$ cat config.mk
export PLATFORM = sky130hd
export DESIGN_NAME = fetch_unit_flat
export DESIGN_NICKNAME = d
export VERILOG_FILES = /design/src/rtl/fetch_unit_if.sv /design/src/rtl/fetch_unit.sv /design/src/flat_wrapper.sv
export SDC_FILE = /design/constraint.sdc
export NUM_CORES = 1
export LEC_CHECK = 0
export ABC_CLOCK_PERIOD_IN_PS = 2060
export BUFFER_PORTS_ARGS = -buffer_cell sky130_fd_sc_hd__buf_2
export CORE_ASPECT_RATIO = 0.9
export CORE_MARGIN = 2
export CORE_UTILIZATION = 44
export CTS_BUF_LIST = sky130_fd_sc_hd__clkbuf_8
export DETAILED_ROUTE_END_ITERATION = 10
export GPL_ROUTABILITY_DRIVEN = 0
export PLACE_DENSITY = 0.78
export SLEW_MARGIN = 5
export SYNTH_ARGS = -nofsm -noshare
export SYNTH_HDL_FRONTEND = slang
export SYNTH_SLANG_ARGS = --single-unit
$ cat constraint.sdc
create_clock -name clk -period 2.06 [get_ports clk]
set_input_delay 0.412 -clock clk [delete_from_list [all_inputs] [get_ports clk]]
set_output_delay 0.412 -clock clk [all_outputs]
set_load 0.02 [all_outputs]
$ cat src/rtl/fetch_unit_if.sv
// Bus bundle between the fetch stage, instruction memory and decode/control.
// align_fault exists only when FETCH_ALIGN_CHECK_EN is defined.
interface fetch_unit_if;
    logic        imem_req;
    logic [31:0] imem_addr;
    logic        imem_ready;
    logic [31:0] imem_rdata;
    logic        stall;
    logic        redirect_valid;
    logic [31:0] redirect_pc;
    logic [31:0] instr;
    logic [31:0] instr_pc;
    logic        instr_valid;
`ifdef FETCH_ALIGN_CHECK_EN
    logic        align_fault;
`endif

    modport master (
        output imem_req, imem_addr, instr, instr_pc, instr_valid,
`ifdef FETCH_ALIGN_CHECK_EN
        output align_fault,
`endif
        input  imem_ready, imem_rdata, stall, redirect_valid, redirect_pc
    );

    modport slave (
        input  imem_req, imem_addr, instr, instr_pc, instr_valid,
`ifdef FETCH_ALIGN_CHECK_EN
        input  align_fault,
`endif
        output imem_ready, imem_rdata, stall, redirect_valid, redirect_pc
    );
endinterface

$ cat src/rtl/fetch_unit.sv
// Instruction fetch stage: PC, imem req/ready handshake, registered instr to decode.
// Optional FETCH_ALIGN_CHECK_EN traps misaligned redirects into a sticky FAULT state.
module fetch_unit #(
    parameter logic [31:0] RESET_PC  = 32'h0040_0000,
    parameter logic [31:0] NOP_INSTR = 32'h0000_0000
) (
    input  logic          clk,
    input  logic          reset,
    fetch_unit_if.master  bus
);
    localparam logic [1:0] IDLE  = 2'd0;
    localparam logic [1:0] REQ   = 2'd1;
`ifdef FETCH_ALIGN_CHECK_EN
    localparam logic [1:0] FAULT = 2'd2;
`endif

    logic [1:0]  state;
    logic [31:0] pc;
    logic [31:0] instr;
    logic [31:0] instr_pc;
    logic        instr_valid;
    logic        transfer;
    logic        misaligned;
`ifdef FETCH_ALIGN_CHECK_EN
    logic        align_fault;
`endif

    // A held instruction under stall blocks new requests; reset masks the request.
    always_comb begin
        bus.imem_req = !reset && (state == REQ) && (!instr_valid || !bus.stall);
    end

    assign transfer        = bus.imem_req && bus.imem_ready;
    assign bus.imem_addr   = pc;
    assign bus.instr       = instr;
    assign bus.instr_pc    = instr_pc;
    assign bus.instr_valid = instr_valid;

`ifdef FETCH_ALIGN_CHECK_EN
    assign misaligned      = bus.redirect_pc[1:0] != 2'b00;
    assign bus.align_fault = align_fault;
`else
    assign misaligned      = 1'b0;
`endif

    always_ff @(posedge clk) begin
        if (reset) begin
            state       <= IDLE;
            pc          <= RESET_PC;
            instr       <= NOP_INSTR;
            instr_pc    <= 32'h0;
            instr_valid <= 1'b0;
`ifdef FETCH_ALIGN_CHECK_EN
            align_fault <= 1'b0;
`endif
        end else begin
            if (state == IDLE) begin
                state <= REQ;
            end
            if (bus.redirect_valid) begin
                // Redirect flushes regardless of stall; any same-cycle transfer is dropped.
                instr       <= NOP_INSTR;
                instr_valid <= 1'b0;
`ifdef FETCH_ALIGN_CHECK_EN
                if (misaligned) begin
                    align_fault <= 1'b1;
                    state       <= FAULT;
                end else begin
                    pc <= bus.redirect_pc;
                end
`else
                pc <= bus.redirect_pc & ~32'h3 | {31'h0, misaligned};
`endif
            end else if (transfer) begin
                instr       <= bus.imem_rdata;
                instr_pc    <= pc;
                instr_valid <= 1'b1;
                pc          <= pc + 32'd4;
            end else if (instr_valid && !bus.stall) begin
                instr       <= NOP_INSTR;
                instr_valid <= 1'b0;
            end
        end
    end
endmodule

$ cat src/flat_wrapper.sv
// flat-port wrapper written by rule: the top's interface ports become plain ports
module fetch_unit_flat 
#(
    parameter logic [31:0] RESET_PC  = 32'h0040_0000,
    parameter logic [31:0] NOP_INSTR = 32'h0000_0000
)
  (clk, reset, bus_imem_req, bus_imem_addr, bus_instr, bus_instr_pc, bus_instr_valid, bus_imem_ready, bus_imem_rdata, bus_stall, bus_redirect_valid, bus_redirect_pc);
  fetch_unit_if bus_i ();
  input  logic clk;
  input  logic reset;
  output wire logic [$bits(bus_i.imem_req)-1:0] bus_imem_req;
  output wire logic [$bits(bus_i.imem_addr)-1:0] bus_imem_addr;
  output wire logic [$bits(bus_i.instr)-1:0] bus_instr;
  output wire logic [$bits(bus_i.instr_pc)-1:0] bus_instr_pc;
  output wire logic [$bits(bus_i.instr_valid)-1:0] bus_instr_valid;
  input wire logic [$bits(bus_i.imem_ready)-1:0] bus_imem_ready;
  input wire logic [$bits(bus_i.imem_rdata)-1:0] bus_imem_rdata;
  input wire logic [$bits(bus_i.stall)-1:0] bus_stall;
  input wire logic [$bits(bus_i.redirect_valid)-1:0] bus_redirect_valid;
  input wire logic [$bits(bus_i.redirect_pc)-1:0] bus_redirect_pc;
  assign bus_imem_req = bus_i.imem_req;
  assign bus_imem_addr = bus_i.imem_addr;
  assign bus_instr = bus_i.instr;
  assign bus_instr_pc = bus_i.instr_pc;
  assign bus_instr_valid = bus_i.instr_valid;
  assign bus_i.imem_ready = bus_imem_ready;
  assign bus_i.imem_rdata = bus_imem_rdata;
  assign bus_i.stall = bus_stall;
  assign bus_i.redirect_valid = bus_redirect_valid;
  assign bus_i.redirect_pc = bus_redirect_pc;
  fetch_unit #(.RESET_PC(RESET_PC), .NOP_INSTR(NOP_INSTR)) u_core (.clk(clk), .reset(reset), .bus(bus_i));
endmodule
# Word level (Yosys, flattened, before mapping)
# Cells that the tools add are included.
# totals
regBits	98
latch_bits	0
mem_bits_rw	0
mem_bits_ro	0
input_bits	69
out_inout_bits	98
elab_cells	27
n_memories	0
# op_classes
n_addsub	1
multipliers	0
n_div	0
order_cmp	0
eq_ne	0
n_shift	0
muxes	6
n_bitwise	1
reduce_logical	13
# op_table
op	count
32-bit two-way mux	4
32-bit by 3-bit adder with 32-bit output, second input constant	1
1-bit logical AND	4
2-bit nonzero test	2
1-bit logical NOT	3
2-bit logical NOT	1
1-bit two-way mux	2
2-bit AND reduction	1
2-bit OR reduction	1
1-bit logical OR	1
1-bit inverter	1

# Depth between registers and ports, before layout
# Gate-level depths: netlist of the first run.
# depth
ltp_word	6
ltp_mapped	9
ltp_nobuf	6

# Least setup slack after synthesis of the first run
# No wires, ideal clock.
# synth_timing
path_type	reg2reg
startpoint	register u_core.pc[2], in the netlist u_core.bus.imem_addr[2]
endpoint	register u_core.pc[28], in the netlist u_core.bus.imem_addr[28]
setup_time_ps	91
arrival_time_ps	1958
t_required_ps	1969
setup_slack_ps	11
stages_incl_launch_ff	7
path_buffers	0
synth_period_minus_slack_ps	2049
cell_sequence	dfxtp_1 -> ha_1 -> and3_1 -> nand2_1 -> or4_1 -> or3_1 -> a311oi_1
# synth_between
elab_chain_cells	3
# synth_rtl
element	line_no	text
start, declared	fetch_unit.sv:18	logic [31:0] pc;
start signal, assigned	fetch_unit.sv:72	pc <= bus.redirect_pc & ~32'h3 | {31'h0, misaligned};
start signal, assigned	fetch_unit.sv:78	pc <= pc + 32'd4;
32-bit by 3-bit adder with 32-bit output	fetch_unit.sv:78	
32-bit two-way mux	fetch_unit.sv:74	end else if (transfer) begin
32-bit two-way mux	fetch_unit.sv:60	if (bus.redirect_valid) begin
# No other way between the ends. The select of a mux whose other input is x is not followed.
# A chain may end at the register's enable or synchronous reset.

# Final worst setup path of the first run
# layout_timing
startpoint	register u_core.instr_valid, in the netlist u_core.bus.instr_valid
endpoint	register u_core.pc[23], in the netlist u_core.bus.imem_addr[23]
# layout_between
elab_chain_cells	5
# layout_rtl
element	line_no	text
start, declared	fetch_unit.sv:21	logic instr_valid;
start signal, assigned	fetch_unit.sv:52	instr_valid <= 1'b0;
start signal, assigned	fetch_unit.sv:63	instr_valid <= 1'b0;
start signal, assigned	fetch_unit.sv:77	instr_valid <= 1'b1;
1-bit logical NOT	fetch_unit.sv:30	bus.imem_req = !reset && (state == REQ) && (!instr_valid || !bus.stall);
1-bit logical OR	fetch_unit.sv:30	
1-bit logical AND	fetch_unit.sv:30	
1-bit logical AND	fetch_unit.sv:33	assign transfer = bus.imem_req && bus.imem_ready;
2-bit nonzero test (no source line)	--	
# No other way between the ends.

==> results.sh, run 1 <==
export IMPL_synth_area_um2=3910
export IMPL_antenna_found_initial=1
export IMPL_cts_sinks=94
export IMPL_layout_nets=714
export IMPL_layout_commonest_cell="buf_2"
export IMPL_startpoint="u_core.bus.instr_valid$_SDFFE_PP0P_"
export IMPL_io_pins=167
export IMPL_peakVddDrop_mv=0.436
export IMPL_row_count=32
export IMPL_layout_min_cycle_time_ns=1.95
export IMPL_worstHoldStart="bus_redirect_pc[2]"
export IMPL_port_buffers=160
export IMPL_dr_first_iter_drc_count=192
export IMPL_numCtsBuffers=9
export IMPL_synth_seq_area_share=0.481
export IMPL_worst_setup_path_end_kind="register"
export IMPL_rsz0062_at_grt="no"
export IMPL_clk_path_buf_depth=2
export IMPL_grt_overflow=0
export IMPL_cts_hold_buffers=0
export IMPL_die_h_um=93.5
export IMPL_whs_ns=0.287
export IMPL_clk_transition_reported_paths_ns=0.09
export IMPL_antenna_cells=0
export IMPL_maxSlewViolCount=0
export IMPL_place_area_um2=4980
export IMPL_start_util=0.455
export IMPL_die_area_um2=9670
export IMPL_place_hpwl_mm=8.10
export IMPL_crit_type="reg -> reg"
export IMPL_syn_inst=468
export IMPL_cp_arrival_ns=2.22
export IMPL_slew_headroom=0.485
export IMPL_leakagePower_nw=2.31
export IMPL_avgSynthCellArea_um2=8.36
export IMPL_grt_pass1_wl_mm=17.6
export IMPL_fin_ws_ns=0.106
export IMPL_htreeDepth=3
export IMPL_setup_viol=0
export IMPL_synth_top_flop_cell="dfxtp_1"
export IMPL_synth_distinct_cells=39
export IMPL_tns_ns=0
export IMPL_max_cap_violations=0
export IMPL_drtAntennaViolNets=0
export IMPL_status="finished clean"
export IMPL_synth_edf_count=0
export IMPL_grt_pass1_vias=3849
export IMPL_final_layout_size_suffix_gt1_frac=0.344
export IMPL_synth_area_leaders="dfxtp_1, nand2_1, a22oi_1, nor2_1, a21oi_1"
export IMPL_post_drt_wl_per_cell_um=14.4
export IMPL_grt_max_degree=61
export IMPL_via_per_inst=5.25
export IMPL_firstDrtPassIters=4
export IMPL_place_ws_ns=-0.200
export IMPL_nFillCells=797
export IMPL_worst_setup_path_start_kind="register"
export IMPL_die_x_um=103
export IMPL_synth_async_reset_ratio=0
export IMPL_area_delta_synth_final_pct=33.9
export IMPL_ys_warn_count=0
export IMPL_hold_viol=0
export IMPL_grt_usage=0.229
export IMPL_vias=4027
export IMPL_finalCritPeriodShare=0.949
export IMPL_p_per_area_nw_per_um2=714
export IMPL_remaining_drc_errors=0
export IMPL_critPathMaxFanout=7
export IMPL_final_area_um2=5240
export IMPL_cts_tree="built"
export IMPL_synth_top_area_frac=0.481
export IMPL_skew_ns=0.00803
export IMPL_regToRegStartpoint="u_core.bus.instr_valid$_SDFFE_PP0P_"
export IMPL_worstMarginPinSlew_ns=0.770
export IMPL_max_freq_mhz=512
export IMPL_ys_ff_latch=94
export IMPL_yosys_area_top_type="dfxtp_1"
export IMPL_hold_path_class="in -> reg"
export IMPL_wl_mm=11.1
export IMPL_coreArea_um2=8610
export IMPL_clk_latency_ns=0.35
export IMPL_required_ns=2.32
export IMPL_final_cell_mix="buf_2, dfxtp_1, nand2_1"
export IMPL_cts_root_buffer="clkbuf_8"
## kinds of logic after synthesis
logic type,after synthesis,share of synthesized area
and+or+nand+nor,208,0.251
other,1,0.000958
muxes,1,0.00256
DFF,94,0.481
adders and majority gates,1,0.00320
xor gates and xnor gates,21,0.0470
AOI/OAI and AO/OA,102,0.169
buffers and inverters,40,0.0451
## cells in the mapped netlist, drive strengths merged (2+ instances only)
master,n
nand4,11
and4,5
buf,9
nor4,7
nor2,55
a311oi,6
a22oi,32
or3,6
and3,15
o22ai,2
a211oi,14
nand2,84
a31oi,2
xor2,4
inv,3
dfxtp,94
or4,2
clkbuf,27
xnor2,17
nand3,9
and2,2
a21oi,37
o21ai,7
nor3,9
## report_power, final
part / switching, mW / leakage [nW] / internal [mW] / total, mW
Sequential: 0.0515 / 0.767 / 1.87 / 1.93
Combinational: 0.288 / 1.43 / 0.195 / 0.483
Clock: 0.594 / 0.113 / 0.739 / 1.33
Total: 0.933 / 2.31 / 2.81 / 3.74
## worst paths after layout
kind                            slack, ns  cells after the start                               endpoint
worst max-delay path                 0.11                      6  u_core.bus.imem_addr[23]$_SDFFE_PP0P_
worst min-delay path                 0.29                      2   u_core.bus.imem_addr[2]$_SDFFE_PP0P_
worst max register to register       0.11                      6  u_core.bus.imem_addr[23]$_SDFFE_PP0P_
worst min register to register       0.45                      2   u_core.bus.instr_pc[18]$_SDFFE_PP0P_
## state kept, by name, summed over array words and instances, names as in the netlist
register	cells
u_core.bus.instr_valid	1
u_core.state	1
u_core.bus.imem_addr	30
u_core.bus.instr	32
u_core.bus.instr_pc	30
## worst max-delay path, cell delays in order (launching register included)
cell and delay (ns):
dfxtp_1 0.35, nand2_1 0.17, and3_2 0.27, buf_4 0.17, nand4_1 0.26, or3_1 0.39, a311oi_1 0.26
## repair_timing
action,4_1_cts,5_1_grt
gates resized for setup,1,3
setup buffers,0,3
pin swaps,0,2
setup endpoints to repair,32,4
## layer usage
metal  global-route usage  vias to the layer above  routed length, um
met2                0.378                      153               5360
met3               0.0815                        6                908
met1                0.284                     1884               4740
met4               0.0493                        2                 54
li1                     -                     1982                  -
met5                    0                        -                 13
## layout make-up
class | count | area (um^2) | area share
multi-input combinational | 337 | 1880 | 0.359
sequential | 94 | 1880 | 0.360
clock buffer | 11 | 151 | 0.0289
clock inverter | 4 | 71.3 | 0.0136
tap | 119 | 149 | 0.0284
timing repair buffer | 198 | 1090 | 0.207
inverter | 4 | 15.0 | 0.00287
## metrics by stage
step	util	cells	total power [mW]
6_report	0.609	767	3.74
2_1_floorplan	-	471	2.23
4_1_cts	0.606	764	3.77
3_5_place_dp	0.579	749	2.45
5_1_grt	0.609	767	3.90
3_3_place_gp	0.579	749	2.43
No activity file was read; power rests on OpenSTA's default activity.
==> run 2: changes to the inputs <==
--- a/config.mk
+++ b/config.mk
@@ -5,15 +5,17 @@
 export SDC_FILE = /design/constraint.sdc
 export NUM_CORES = 1
 export LEC_CHECK = 0
-export ABC_CLOCK_PERIOD_IN_PS = 2060
+export ABC_CLOCK_PERIOD_IN_PS = 2000
 export BUFFER_PORTS_ARGS = -buffer_cell sky130_fd_sc_hd__buf_2
+export CELL_PAD_IN_SITES_DETAIL_PLACEMENT = 0
+export CELL_PAD_IN_SITES_GLOBAL_PLACEMENT = 1
 export CORE_ASPECT_RATIO = 0.9
 export CORE_MARGIN = 2
-export CORE_UTILIZATION = 44
+export CORE_UTILIZATION = 35
 export CTS_BUF_LIST = sky130_fd_sc_hd__clkbuf_8
 export DETAILED_ROUTE_END_ITERATION = 10
 export GPL_ROUTABILITY_DRIVEN = 0
-export PLACE_DENSITY = 0.78
+export PLACE_DENSITY_LB_ADDON = 0.08
 export SLEW_MARGIN = 5
 export SYNTH_ARGS = -nofsm -noshare
 export SYNTH_HDL_FRONTEND = slang
==> constraint.sdc (replaced) <==
create_clock -name clk -period 2 [get_ports clk]
set_input_delay 0.4 -clock clk [delete_from_list [all_inputs] [get_ports clk]]
set_output_delay 0.4 -clock clk [all_outputs]
set_load 0.02 [all_outputs]
==> results.sh, run 2 (same netlist as run 1, synthesis figures left out) <==
export IMPL_status="finished clean"
export IMPL_worst_setup_path_end_kind="register"
export IMPL_wl_mm=11.6
export IMPL_place_area_um2=5110
export IMPL_place_hpwl_mm=8.38
export IMPL_fin_util=0.491
export IMPL_row_count=36
export IMPL_die_x_um=115
export IMPL_hold_viol=0
export IMPL_worstMarginPinSlew_ns=0.670
export IMPL_nFillCells=1117
export IMPL_htreeDepth=3
export IMPL_start_util=0.361
export IMPL_grt_pass1_wl_mm=18.6
export IMPL_critPathMaxFanout=5
export IMPL_via_per_inst=4.91
export IMPL_p_per_area_nw_per_um2=693
export IMPL_final_cell_mix="buf_2, dfxtp_1, nand2_1"
export IMPL_final_area_um2=5330
export IMPL_setup_viol=0
export IMPL_clk_transition_reported_paths_ns=0.09
export IMPL_antenna_found_initial=0
export IMPL_die_h_um=104
export IMPL_layout_min_cycle_time_ns=1.93
export IMPL_grt_overflow=0
export IMPL_required_ns=2.27
export IMPL_dr_first_iter_drc_count=160
export IMPL_peakVddDrop_mv=0.523
export IMPL_cts_root_buffer="clkbuf_8"
export IMPL_grt_pass1_vias=3756
export IMPL_grt_usage=0.195
export IMPL_io_pins=167
export IMPL_cts_sinks=94
export IMPL_largest_reg_flops=32
export IMPL_max_freq_mhz=518
export IMPL_drtAntennaViolNets=0
export IMPL_top_register="u_core.bus.instr"
export IMPL_layout_commonest_cell="buf_2"
export IMPL_cts_tree="built"
export IMPL_final_layout_size_suffix_gt1_frac=0.351
export IMPL_port_buffers=160
export IMPL_clk_latency_ns=0.37
export IMPL_layout_nets=718
export IMPL_grt_max_degree=61
export IMPL_area_delta_synth_final_pct=36.1
export IMPL_firstDrtPassIters=4
export IMPL_tns_ns=0
export IMPL_die_area_um2=12000
export IMPL_skew_ns=0.0134
export IMPL_slew_headroom=0.553
export IMPL_leakagePower_nw=2.32
export IMPL_maxSlewViolCount=0
export IMPL_remaining_drc_errors=0
export IMPL_finalCritPeriodShare=0.966
export IMPL_hold_path_class="in -> reg"
export IMPL_numCtsBuffers=9
export IMPL_antenna_cells=0
export IMPL_clk_path_buf_depth=2
export IMPL_coreArea_um2=10900
export IMPL_cp_arrival_ns=2.20
export IMPL_crit_type="reg -> reg"
export IMPL_worst_setup_path_start_kind="register"
export IMPL_post_drt_wl_per_cell_um=14.5
export IMPL_rsz0062_at_grt="no"
export IMPL_vias=3955
export IMPL_max_cap_violations=0
run 2: cell types whose count changed in the layout (fill, tap and decap cells not counted):
cell,change
a21oi_2,+1
a21oi_4,-1
and3_2,-1
and3_4,+1
buf_12,+4
bufinv_16,-2
clkbuf_8,+1
clkinvlp_4,+1
dfxtp_1,-1
dfxtp_2,+1
ha_1,-1
ha_2,+1
inv_1,+1
run 2: final timing paths:
kind	startpoint	endpoint	slack (ns)	depth (start not counted)
max	u_core.bus.imem_addr[3]$_SDFFE_PP0P_	u_core.bus.imem_addr[28]$_SDFFE_PP0P_	0.07	6
max reg2reg	u_core.bus.imem_addr[3]$_SDFFE_PP0P_	u_core.bus.imem_addr[28]$_SDFFE_PP0P_	0.07	6
min	bus_redirect_pc[2]	u_core.bus.imem_addr[2]$_SDFFE_PP0P_	0.26	2
min reg2reg	u_core.bus.instr_pc[16]$_SDFFE_PP0P_	u_core.bus.instr_pc[16]$_SDFFE_PP0P_	0.45	2
run 2: routing by layer:
layer / vias to the layer above / wire [um] / global-route usage
met5: - / 0 / 0
met4: 0 / 108 / 0.0465
met3: 7 / 908 / 0.0781
met2: 123 / 5400 / 0.309
met1: 1830 / 5230 / 0.246
li1: 1995 / - / -
run 2: stage by stage:
stage	hold WS [ns]	setup WS, ns	total power [mW]	cells
floorplan	0.512	0.000694	2.30	471
global placement	0.438	0.0770	2.53	787
detailed placement	0.443	0.0139	2.54	787
CTS	0.232	0.0451	3.75	803
global route	0.228	0.00156	3.88	805
finish	0.255	0.0678	3.69	805
run 2: where the power goes:
group	internal (mW)	switching [mW]	total (mW)
sequential	1.93	0.0481	1.98
clock	0.546	0.650	1.20
combinational	0.215	0.302	0.517
total	2.69	1.00	3.69
run 2: final cells by class:
class / instances / area [um^2] / share of cell area
clock buffer: 12 / 165 / 0.0310
clock inverter: 4 / 22.5 / 0.00423
sequential: 94 / 1890 / 0.354
inverter: 4 / 15.0 / 0.00282
timing repair buffer: 202 / 1170 / 0.219
multi-input combinational: 337 / 1880 / 0.353
tap: 152 / 190 / 0.0357
run 2: worst max-delay path, cell delays in order (launching register included):
cell and delay, ns:
dfxtp_2 0.37, ha_2 0.19, and3_4 0.20, nand2_1 0.06, or4_1 0.44, or3_1 0.33, a311oi_1 0.24
run 2: what timing repair did:
action	in CTS	in global routing
hold buffers	0	0
resized for setup	0	2
setup endpoints to repair	0	2
buffers inserted	0	2
==> run 3: changes to the inputs <==
--- a/config.mk
+++ b/config.mk
@@ -5,13 +5,13 @@
 export SDC_FILE = /design/constraint.sdc
 export NUM_CORES = 1
 export LEC_CHECK = 0
-export ABC_CLOCK_PERIOD_IN_PS = 2000
+export ABC_CLOCK_PERIOD_IN_PS = 2470
 export BUFFER_PORTS_ARGS = -buffer_cell sky130_fd_sc_hd__buf_2
 export CELL_PAD_IN_SITES_DETAIL_PLACEMENT = 0
 export CELL_PAD_IN_SITES_GLOBAL_PLACEMENT = 1
 export CORE_ASPECT_RATIO = 0.9
 export CORE_MARGIN = 2
-export CORE_UTILIZATION = 35
+export CORE_UTILIZATION = 38
 export CTS_BUF_LIST = sky130_fd_sc_hd__clkbuf_8
 export DETAILED_ROUTE_END_ITERATION = 10
 export GPL_ROUTABILITY_DRIVEN = 0
==> constraint.sdc (replaced) <==
create_clock -name clk -period 2.47 [get_ports clk]
set_input_delay 0.494 -clock clk [delete_from_list [all_inputs] [get_ports clk]]
set_output_delay 0.494 -clock clk [all_outputs]
set_load 0.02 [all_outputs]
==> results.sh, run 3 (same netlist as run 1, synthesis figures left out) <==
export IMPL_hold_viol=0
export IMPL_finalCritPeriodShare=0.870
export IMPL_cts_root_buffer="clkbuf_8"
export IMPL_cts_repair_resized=0
export IMPL_final_area_um2=5060
export IMPL_grt_pass1_vias=3647
export IMPL_cp_cell_sequence="ha_1 -> and3_1 -> nand2_1 -> or4_1 -> or3_1 -> a311oi_1"
export IMPL_power_total_mw=3.02
export IMPL_htreeDepth=3
export IMPL_cts_setup_buffers=0
export IMPL_via_per_inst=5.09
export IMPL_crit_family="simple AND/OR/NAND/NOR gates"
export IMPL_worst_setup_path_start_kind="register"
export IMPL_cts_sinks=94
export IMPL_critPathMaxFanout=7
export IMPL_worstMarginPinSlew_ns=0.669
export IMPL_layout_commonest_cell="buf_2"
export IMPL_place_ws_ns=0.247
export IMPL_port_buffers=160
export IMPL_layout_min_cycle_time_ns=2.15
export IMPL_post_drt_wl_per_cell_um=14.9
export IMPL_place_hpwl_mm=7.95
export IMPL_slowest_stage="or4_1"
export IMPL_antenna_cells=0
export IMPL_fin_ws_ns=0.322
export IMPL_worst_setup_path_end_kind="register"
export IMPL_clk_path_buf_depth=2
export IMPL_leakagePower_nw=2.18
export IMPL_slew_headroom=0.554
export IMPL_hold_path_class="in -> reg"
export IMPL_grt_overflow=0
export IMPL_cts_tree="built"
export IMPL_dr_first_iter_drc_count=186
export IMPL_status="finished clean"
export IMPL_grt_usage=0.198
export IMPL_maxSlewViolCount=0
export IMPL_start_util=0.387
export IMPL_cp_arrival_ns=2.42
export IMPL_numCtsBuffers=9
export IMPL_peakVddDrop_mv=0.410
export IMPL_rsz0062_at_grt="no"
export IMPL_coreArea_um2=10100
export IMPL_max_freq_mhz=466
export IMPL_io_pins=167
export IMPL_tns_ns=0
export IMPL_clk_latency_ns=0.36
export IMPL_cp_depth=6
export IMPL_stdcell_count=754
export IMPL_max_cap_violations=0
export IMPL_final_cell_mix="buf_2, dfxtp_1, nand2_1"
export IMPL_wl_mm=11.2
export IMPL_skew_ns=0.00815
export IMPL_required_ns=2.75
export IMPL_area_delta_synth_final_pct=29.3
export IMPL_cpPeakStageDelay_ns=0.44
export IMPL_row_count=35
export IMPL_remaining_drc_errors=0
export IMPL_vias=3841
export IMPL_antenna_found_initial=0
export IMPL_largest_reg_flops=32
export IMPL_clk_transition_reported_paths_ns=0.09
export IMPL_min_path_cells=3
export IMPL_crit_type="reg -> reg"
export IMPL_die_area_um2=11100
export IMPL_p_per_area_nw_per_um2=596
export IMPL_top_register="u_core.bus.instr"
export IMPL_cts_hold_buffers=0
export IMPL_die_x_um=111
export IMPL_firstDrtPassIters=4
export IMPL_rr_worst_depth=6
export IMPL_grt_pass1_wl_mm=17.9
export IMPL_die_h_um=100
export IMPL_setup_viol=0
export IMPL_layout_nets=690
export IMPL_drtAntennaViolNets=0
export IMPL_timing_critical_path_buf_inv=0
export IMPL_final_layout_size_suffix_gt1_frac=0.315
export IMPL_grt_max_degree=61
export IMPL_dp_cells=738
export IMPL_reg2reg_slack_ns=0.32
export IMPL_place_area_um2=4860
[run 3: cell types whose count changed in the layout (fill, tap and decap cells not counted), sizes merged]
cell / before / now
bufinv: 0 / 1
clkinv: 1 / 3
inv: 5 / 4
buf: 202 / 174
clkbuf: 12 / 10
[run 3: final cells by class]
type / instances / area [um^2]
Sequential cell: 94 / 1880
Tap cell: 129 / 161
Multi-Input combinational cell: 337 / 1870
Clock inverter: 6 / 62.6
Timing Repair Buffer: 174 / 931
Fill cell: 1035 / 5050
Inverter: 4 / 15.0
Clock buffer: 10 / 138
[run 3: path summary, 6_finish.rpt]
kind | startpoint | to
worst min-delay path | bus_redirect_pc[6] | u_core.bus.imem_addr[6]$_SDFFE_PP0P_
worst max register to register | u_core.bus.imem_addr[3]$_SDFFE_PP0P_ | u_core.bus.imem_addr[28]$_SDFFE_PP0P_
worst max-delay path | u_core.bus.imem_addr[3]$_SDFFE_PP0P_ | u_core.bus.imem_addr[28]$_SDFFE_PP0P_
worst min register to register | u_core.bus.instr_pc[29]$_SDFFE_PP0P_ | u_core.bus.instr_pc[29]$_SDFFE_PP0P_
[run 3: worst reg2reg max path, stage by stage, from the launching register on]
cell	delay, ns
dfxtp_1	0.41
ha_1	0.24
and3_1	0.22
nand2_1	0.16
or4_1	0.44
or3_1	0.33
a311oi_1	0.26
[run 3: metrics by stage]
| step | hold WS [ns] | util |
|---|---|---|
| 2_1_floorplan | 0.534 | - |
| 3_3_place_gp | 0.439 | 0.481 |
| 3_5_place_dp | 0.446 | 0.481 |
| 4_1_cts | 0.340 | 0.500 |
| 5_1_grt | 0.346 | 0.500 |
| 6_report | 0.355 | 0.500 |
[run 3: report_power, final]
part           switching [mW]  internal (mW)
combinational           0.216          0.142
sequential             0.0598           1.56
clock                   0.547          0.492
[run 3: layer usage]
layer	up-vias	global-route usage	part of all wire
met1	1760	0.250	0.46
met3	9	0.0767	0.084
li1	1946	-	-
met2	126	0.316	0.45
met4	0	0.0596	0.011
met5	-	0	0
